$ cat config.mk
export PLATFORM = sky130hd
export DESIGN_NAME = gcd_operand_queue_flat
export DESIGN_NICKNAME = d
export VERILOG_FILES = /design/src/rtl/gcd_operand_queue_if.sv /design/src/rtl/gcd_operand_queue.sv /design/src/flat_wrapper.sv
export SDC_FILE = /design/constraint.sdc
export NUM_CORES = 1
export LEC_CHECK = 0
export CAP_MARGIN = 20
export CORE_AREA = 2 2 108 110
export CTS_CLUSTER_DIAMETER = 100
export DETAILED_ROUTE_END_ITERATION = 16
export DIE_AREA = 0 0 110 112
export PLACE_DENSITY = 0.8
export SYNTH_ARGS = -nofsm -noshare
export SYNTH_HDL_FRONTEND = slang
export SYNTH_SLANG_ARGS = --single-unit
$ cat constraint.sdc
create_clock -name clk -period 5.7 [get_ports clk]
set_clock_uncertainty 0.05 [all_clocks]
set_input_delay 1.14 -clock clk [delete_from_list [all_inputs] [get_ports clk]]
set_output_delay 1.14 -clock clk [all_outputs]
set_load 0.01 [all_outputs]
$ cat src/rtl/gcd_operand_queue_if.sv
// gcd_operand_queue_if
//   Handshake bundle around the GCD operand-pair queue.
//   Enqueue side : operands_val / operands_rdy / operands_bits_A / operands_bits_B
//   Dequeue side : deq_val / deq_rdy / deq_bits_A / deq_bits_B
//   Status       : count (stored pairs, 0..DEPTH)
//   modport slave  : the queue itself
//   modport master : the surroundings (request source plus GCD unit)
interface gcd_operand_queue_if #(
    parameter int W     = 16,
    parameter int DEPTH = 4
);
    localparam int AW = $clog2(DEPTH);

    logic         operands_val;
    logic         operands_rdy;
    logic [W-1:0] operands_bits_A;
    logic [W-1:0] operands_bits_B;
    logic         deq_val;
    logic         deq_rdy;
    logic [W-1:0] deq_bits_A;
    logic [W-1:0] deq_bits_B;
    logic [AW:0]  count;

    modport slave (
        input  operands_val, operands_bits_A, operands_bits_B, deq_rdy,
        output operands_rdy, deq_val, deq_bits_A, deq_bits_B, count
    );

    modport master (
        output operands_val, operands_bits_A, operands_bits_B, deq_rdy,
        input  operands_rdy, deq_val, deq_bits_A, deq_bits_B, count
    );
endinterface

$ cat src/rtl/gcd_operand_queue.sv
// gcd_operand_queue
//   Operand-pair FIFO in front of the GCD unit. Buffers up to DEPTH (A, B)
//   pairs so the request source is not stalled while a GCD iterates.
//   Ports:
//     clk      rising-edge clock
//     reset_n  asynchronous active-low reset
//     q        gcd_operand_queue_if.slave (enq handshake, deq handshake, count)
//   Optional build macro GCD_OPQ_BYPASS_EN: when the queue is empty, an
//   incoming pair is presented combinationally on the dequeue side and, if
//   taken that cycle, passes straight through without being stored.
module gcd_operand_queue #(
    parameter int W     = 16,
    parameter int DEPTH = 4,
    parameter int AW    = $clog2(DEPTH)
) (
    input  logic                  clk,
    input  logic                  reset_n,
    gcd_operand_queue_if.slave    q
);

    localparam logic [AW:0] FULL_CNT = (AW+1)'(DEPTH);

    logic [2*W-1:0] mem [DEPTH];
    logic [AW-1:0]  head;
    logic [AW-1:0]  tail;
    logic [AW:0]    cnt;
    // Held low through reset and set on the first edge afterwards, so the
    // queue refuses pairs while reset is asserted even though cnt is 0.
    logic           live;

    logic           enq_rdy;
    logic           stored_val;
    logic           pass;
    logic           enq_fire;
    logic           deq_fire;

    assign enq_rdy    = live && (cnt != FULL_CNT);
    assign stored_val = (cnt != '0);

`ifdef GCD_OPQ_BYPASS_EN
    logic bypass;
    // Empty queue: show the incoming pair directly to the GCD unit.
    assign bypass       = live && !stored_val && q.operands_val;
    assign pass         = bypass && q.deq_rdy;
    assign q.deq_val    = stored_val || bypass;
    assign q.deq_bits_A = bypass ? q.operands_bits_A : mem[head][2*W-1:W];
    assign q.deq_bits_B = bypass ? q.operands_bits_B : mem[head][W-1:0];
`else
    assign pass         = 1'b0;
    assign q.deq_val    = stored_val;
    assign q.deq_bits_A = mem[head][2*W-1:W];
    assign q.deq_bits_B = mem[head][W-1:0];
`endif

    assign q.operands_rdy = enq_rdy;
    assign q.count        = cnt;

    // A pair that passes straight through is neither written nor counted.
    assign enq_fire = q.operands_val && enq_rdy && !pass;
    assign deq_fire = stored_val && q.deq_rdy;

    always_ff @(posedge clk or negedge reset_n) begin
        if (!reset_n) begin
            live <= 1'b0;
            head <= '0;
            tail <= '0;
            cnt  <= '0;
        end else begin
            live <= 1'b1;
            if (enq_fire) begin
                tail <= tail + AW'(1);
            end
            if (deq_fire) begin
                head <= head + AW'(1);
            end
            if (enq_fire && !deq_fire) begin
                cnt <= cnt + (AW+1)'(1);
            end else if (!enq_fire && deq_fire) begin
                cnt <= cnt - (AW+1)'(1);
            end
        end
    end

    always_ff @(posedge clk or negedge reset_n) begin
        if (!reset_n) begin
            for (int i = 0; i < DEPTH; i++) begin
                mem[i] <= '0;
            end
        end else if (enq_fire) begin
            mem[tail] <= {q.operands_bits_A, q.operands_bits_B};
        end
    end

endmodule

$ cat src/flat_wrapper.sv
// flat-port wrapper written by rule: the top's interface ports become plain ports
module gcd_operand_queue_flat 
#(
    parameter int W     = 16,
    parameter int DEPTH = 4,
    parameter int AW    = $clog2(DEPTH)
)
  (clk, reset_n, q_operands_val, q_operands_bits_A, q_operands_bits_B, q_deq_rdy, q_operands_rdy, q_deq_val, q_deq_bits_A, q_deq_bits_B, q_count);
  gcd_operand_queue_if #(.W(W), .DEPTH(DEPTH)) q_i ();
  input  logic clk;
  input  logic reset_n;
  input wire logic [$bits(q_i.operands_val)-1:0] q_operands_val;
  input wire logic [$bits(q_i.operands_bits_A)-1:0] q_operands_bits_A;
  input wire logic [$bits(q_i.operands_bits_B)-1:0] q_operands_bits_B;
  input wire logic [$bits(q_i.deq_rdy)-1:0] q_deq_rdy;
  output wire logic [$bits(q_i.operands_rdy)-1:0] q_operands_rdy;
  output wire logic [$bits(q_i.deq_val)-1:0] q_deq_val;
  output wire logic [$bits(q_i.deq_bits_A)-1:0] q_deq_bits_A;
  output wire logic [$bits(q_i.deq_bits_B)-1:0] q_deq_bits_B;
  output wire logic [$bits(q_i.count)-1:0] q_count;
  assign q_i.operands_val = q_operands_val;
  assign q_i.operands_bits_A = q_operands_bits_A;
  assign q_i.operands_bits_B = q_operands_bits_B;
  assign q_i.deq_rdy = q_deq_rdy;
  assign q_operands_rdy = q_i.operands_rdy;
  assign q_deq_val = q_i.deq_val;
  assign q_deq_bits_A = q_i.deq_bits_A;
  assign q_deq_bits_B = q_i.deq_bits_B;
  assign q_count = q_i.count;
  gcd_operand_queue #(.W(W), .DEPTH(DEPTH), .AW(AW)) u_core (.clk(clk), .reset_n(reset_n), .q(q_i));
endmodule
* Yosys cells after proc, flatten, opt, wreduce, memory -nomap -nowiden *
Index checks and enable logic that the tools add are counted.

storage, ports and cells
  register bits = 136
  output and inout port bits = 37
  logic and storage cells = 36

cells by class
  add/subtract/negate cells = 4
  $lt $le $gt $ge = 3
  equality and inequality tests = 1
  mux-type cells = 8
  bitwise gates (word level) = 2
  reductions and logical operators = 10

operators with widths
  operator                                             count
  bitwise mux 128 bit                                  1
  two-way mux 32 bit                                   3
  binary-select mux 32 bit (select 2 bit)              1
  demux 32 bit (select 2 bit)                          1
  >= comparator 3 bit (second input constant)          2
  logical AND 1 bit                                    6
  two-way mux 3 bit                                    2
  NOT 2 -> 3 bit                                       2
  adder 2 x 1 -> 2 bit (second input constant)         2
  adder 3 x 1 -> 3 bit (second input constant)         1
  < comparator 3 x 1 -> 1 bit (second input constant)  1
  inequality test 3 bit (second input constant)        1
  nonzero test 3 bit                                   1
  subtractor 3 x 1 -> 3 bit (second input constant)    1
  zero test 1 bit                                      2
  nonzero test 2 bit                                   1

* Logic depth before layout (Yosys ltp) *
  word-level depth = 7
  gate-level depth with buffers = 8
  depth with buffers taken out = 8

* Worst setup path before layout *
Ideal clock, no wire load.

  path type = input-to-reg
  start point = input q_operands_val
  end point = register u_core.cnt[2], in the netlist u_core.q.count[2]
  setup time = 0.079 ns
  data arrival time = 2.482 ns
  path slack = 3.089 ns
  stages on the path = 8
  path buffers = 0
  cells stage by stage = nand2_1 > nor2_1 > ha_1 > inv_1 > fa_1 > xor2_1 > nor2_1 > xor2_1

on the way
  longest elaborated chain between the ends = 4
  elaborated cells on any way between the ends = 6
  those cells by class = mux: 1; reduce/logical: 5

RTL lines
  element                              line                     source
  from (decl)                          flat_wrapper.sv:12       input wire logic [$bits(q_i.operands_val)-1:0] q_operands_val;
  logical AND 1 bit *                  gcd_operand_queue.sv:59  assign enq_fire = q.operands_val && enq_rdy && !pass;
  net u_core.enq_fire                  gcd_operand_queue.sv:34  logic enq_fire;
  zero test 1 bit                      gcd_operand_queue.sv:78  end else if (!enq_fire && deq_fire) begin
  logical AND 1 bit                    gcd_operand_queue.sv:78
  nonzero test 2 bit (no source line)  -
  to (signal assigned)                 gcd_operand_queue.sv:77  cnt <= cnt + (AW+1)'(1);
  to (signal assigned)                 gcd_operand_queue.sv:79  cnt <= cnt - (AW+1)'(1);
  to (decl)                            gcd_operand_queue.sv:26  logic [AW:0] cnt;

Mark *: on every way through the listed nets, which the timed path passes. The rest lies on a longest branch.
A chain may end at the register's enable or synchronous reset.

* Worst setup path after layout *
  start point = register u_core.head[0]
  end point = output q_deq_bits_B[7]

on the way
  longest elaborated chain between the ends = 4

RTL lines
  element                                  line                     source
  from (decl)                              gcd_operand_queue.sv:24  logic [AW-1:0] head;
  from (signal assigned)                   gcd_operand_queue.sv:74  head <= head + AW'(1);
  NOT 2 -> 3 bit (implied by the code)     gcd_operand_queue.sv:52  assign q.deq_bits_B = mem[head][W-1:0];
  binary-select mux 32 bit (select 2 bit)  gcd_operand_queue.sv:52
  two-way mux 32 bit (2 in a row)          -
  to (decl)                                flat_wrapper.sv:19       output wire logic [$bits(q_i.deq_bits_B)-1:0] q_deq_bits_B;

No other way between the ends. The select of a mux whose other input is x is not followed.

==> reports/qor.txt <==
Status: completed
Max Cap Viol: 0
Post-synthesis adder-cell area fraction: 1.37%
Xor/xnor cell area share of the yosys netlist: 0.874%
RSZ-0062 raised after global routing: false
Most frequent cells in the layout: 135 x dfrtp_1, 130 x mux2_2, 71 x clkdlybuf4s50_1
Initial core utilization: 53.8%
DRC: 0
CP arrival: 2650 ps
# rows: 39
Post-synth top area share: 56.6%
Max Root-Sink Buffers: 2
CORE AREA: 11200 um^2
IO buf count: 72
Post-Syn Area per Cell: 17.4 um^2
Final wirelength: 11700 um
First-pass GRT wire length: 19100 um
Critical path launch point type: flip-flop
Non-Filler Instances: 579
Biggest area consumer among synthesized cells: dfrtp_1
Nets: 466
# setup viols final: 0
Synth Area in Simple Gates: 1.75%
Power Dens Cells: 643 nW/um^2
CTS resizes: 0
Clock transition at path regs: 60 ps
Via count of the first global-routing pass: 3499
Vias: 3283
CTS tree: yes
Global route overflow: 0
Crit share post-route: 67.3%
Crit Path Class: flip-flop to primary output
Worst Setup End Kind: primary output
DIE WIDTH: 110 um
CTS Root Cell: clkbuf_16
Die ar.: 12300 um^2
Wire per inst: 20.3 um
CTS Hold Buffers Added: 0
CP bufs+invs: 2
Initial antenna violation count: 0
Library cells used by synthesis: 19
Worst-Margin Slew: 782 ps
Warnings, synthesis: 0
Fmax: 261 MHz
H-tree Lvls: 4
Rel. slew slack: 47.9%
Post-synthesis sequential area ratio: 56.6%
Remaining antenna violation count: 0
DR iter-0 viols: 148
Top delay family on crit path: buffers and inverters
Synth top area cells: dfrtp_1 57%, mux2_2 24%, mux4_2 12%
Mux cell area share after synthesis: 36.3%
Largest family of logic cells by synthesized area: multiplexers
RePlAce Congestion: 0.749
Hold Crit Class: flip-flop to flip-flop
Clk Latency, worst-skew pair: 410 ps
Dpl cells: 548
Worst path max stage delay: 610 ps
Post-Route Setup TNS: 0 ps
Leak: 0.00307 uW
Most common cell after layout, fill and taps aside: dfrtp_1
Total Power: 4780 uW
Vias/cell: 5.67
Max FO, Critical Path: 22
Mapped cell area: 6010 um^2
Yosys reg bits: 136
DP HPWL: 7150 um
Ant. Diodes: 0
Area growth, synth to finish: 23.8%
Final number of hold-violating endpoints: 0
# IOs: 73
Share of post-route cells with drive strength above 1: 47.5%
Die H: 112 um
Fraction of the mapped netlist area in compound gates: 0%
Syn Inst Count: 346
Largest net degree at the start of global routing: 87
Post-CTS setup buffers: 0
# clock sinks: 136
Worst EP required: 4510 ps
CP max-delay cell: dfrtp_2
Slew Limit Fails: 0
Cell Chain, Critical Path: buf_4 -> mux4_2 -> clkdlybuf4s50_1
Post-synthesis net count: 388
CTS buffer count: 17
DRT Pass-1 Iters: 4
Max IR drop VDD: 0.366 mV
GRT Total Usage: 21.2%
Post-route minimum period: 3840 ps
==> sequential cells by signal, summed over array words and instances (netlist names) <==
register and count:
u_core.head 2, u_core.tail 2, u_core.live 1, u_core.mem 128, u_core.q.count 3
==> synth_stat cells <==
| cell | number |
|---|---|
| dfrtp_1 | 136 |
| mux2_2 | 130 |
| mux4_2 | 32 |
| buf_6 | 12 |
| buf_2 | 5 |
| ha_1 | 5 |
| nor3b_2 | 4 |
| xnor2_1 | 4 |
| clkbuf_1 | 3 |
| inv_1 | 3 |
| nand2_1 | 2 |
| nor2_1 | 2 |
| xor2_1 | 2 |
| and2b_2 | 1 |
| conb_1 | 1 |
| fa_1 | 1 |
| nand3_1 | 1 |
| nor3b_4 | 1 |
| or3_2 | 1 |
==> path summary, 6_finish.rpt <==
path                                   startpoint  slack [ps]  cells past startpoint           endpoint
max in group asynchronous                 reset_n        3750                      2     u_core.mem[14]
worst min-delay path               u_core.mem[56]         450                      1     u_core.mem[56]
min in group asynchronous                 reset_n         720                      1        u_core.live
worst max register to register  u_core.q.count[0]        3300                      8  u_core.q.count[2]
worst max-delay path               u_core.head[0]        1860                      3    q_deq_bits_B[7]
worst min register to register     u_core.mem[56]         450                      1     u_core.mem[56]
==> area by class of cell <==
cell class	count	area, um^2
Multi-Input combinational cell	187	2450
Timing Repair Buffer	79	774
Sequential cell	136	3400
Tap cell	143	179
Clock buffer	20	447
Fill cell	807	3730
Clock inverter	11	174
Inverter	3	11.3
==> metrics by stage <==
step	worst slack, ps	hold slack (ps)	instance area, um^2	util (%)
finish	1860	449	7440	66.6
global route	1670	469	7440	66.6
CTS	1780	452	7440	66.6
detailed placement	2250	441	6820	61.1
global placement	2250	433	6820	61.1
floorplan	3090	425	6010	-
==> kinds of logic after synthesis <==
logic type    count (synthesis)
xor+xnor                      6
other cells                   1
simple gates                 12
buf+inv                      23
fa+ha+maj                     6
flops                       136
mux                         162
==> routing by layer <==
layer	wire [um]	global-route usage [%]	vias up
li1	-	-	1433
met1	5130	28.2	1755
met2	5930	33.5	83
met3	516	5.50	12
met4	167	8.19	0
met5	0	0	-
==> worst reg2reg max path, stage by stage (launching register included) <==
cell     delay (ps)
dfrtp_1         470
or3_2           560
nand2_1         160
ha_1            210
inv_1            60
fa_1            370
xor2_1          150
nor2_1          110
xor2_1          170
==> report_power, final <==
part           internal, uW  total (uW)  switching, uW
Clock                   741        1140            399
Sequential             1450        1770            313
Combinational          1230        1880            646
Total                  3420        4780           1360
No activity file was read; power rests on OpenSTA's default activity.
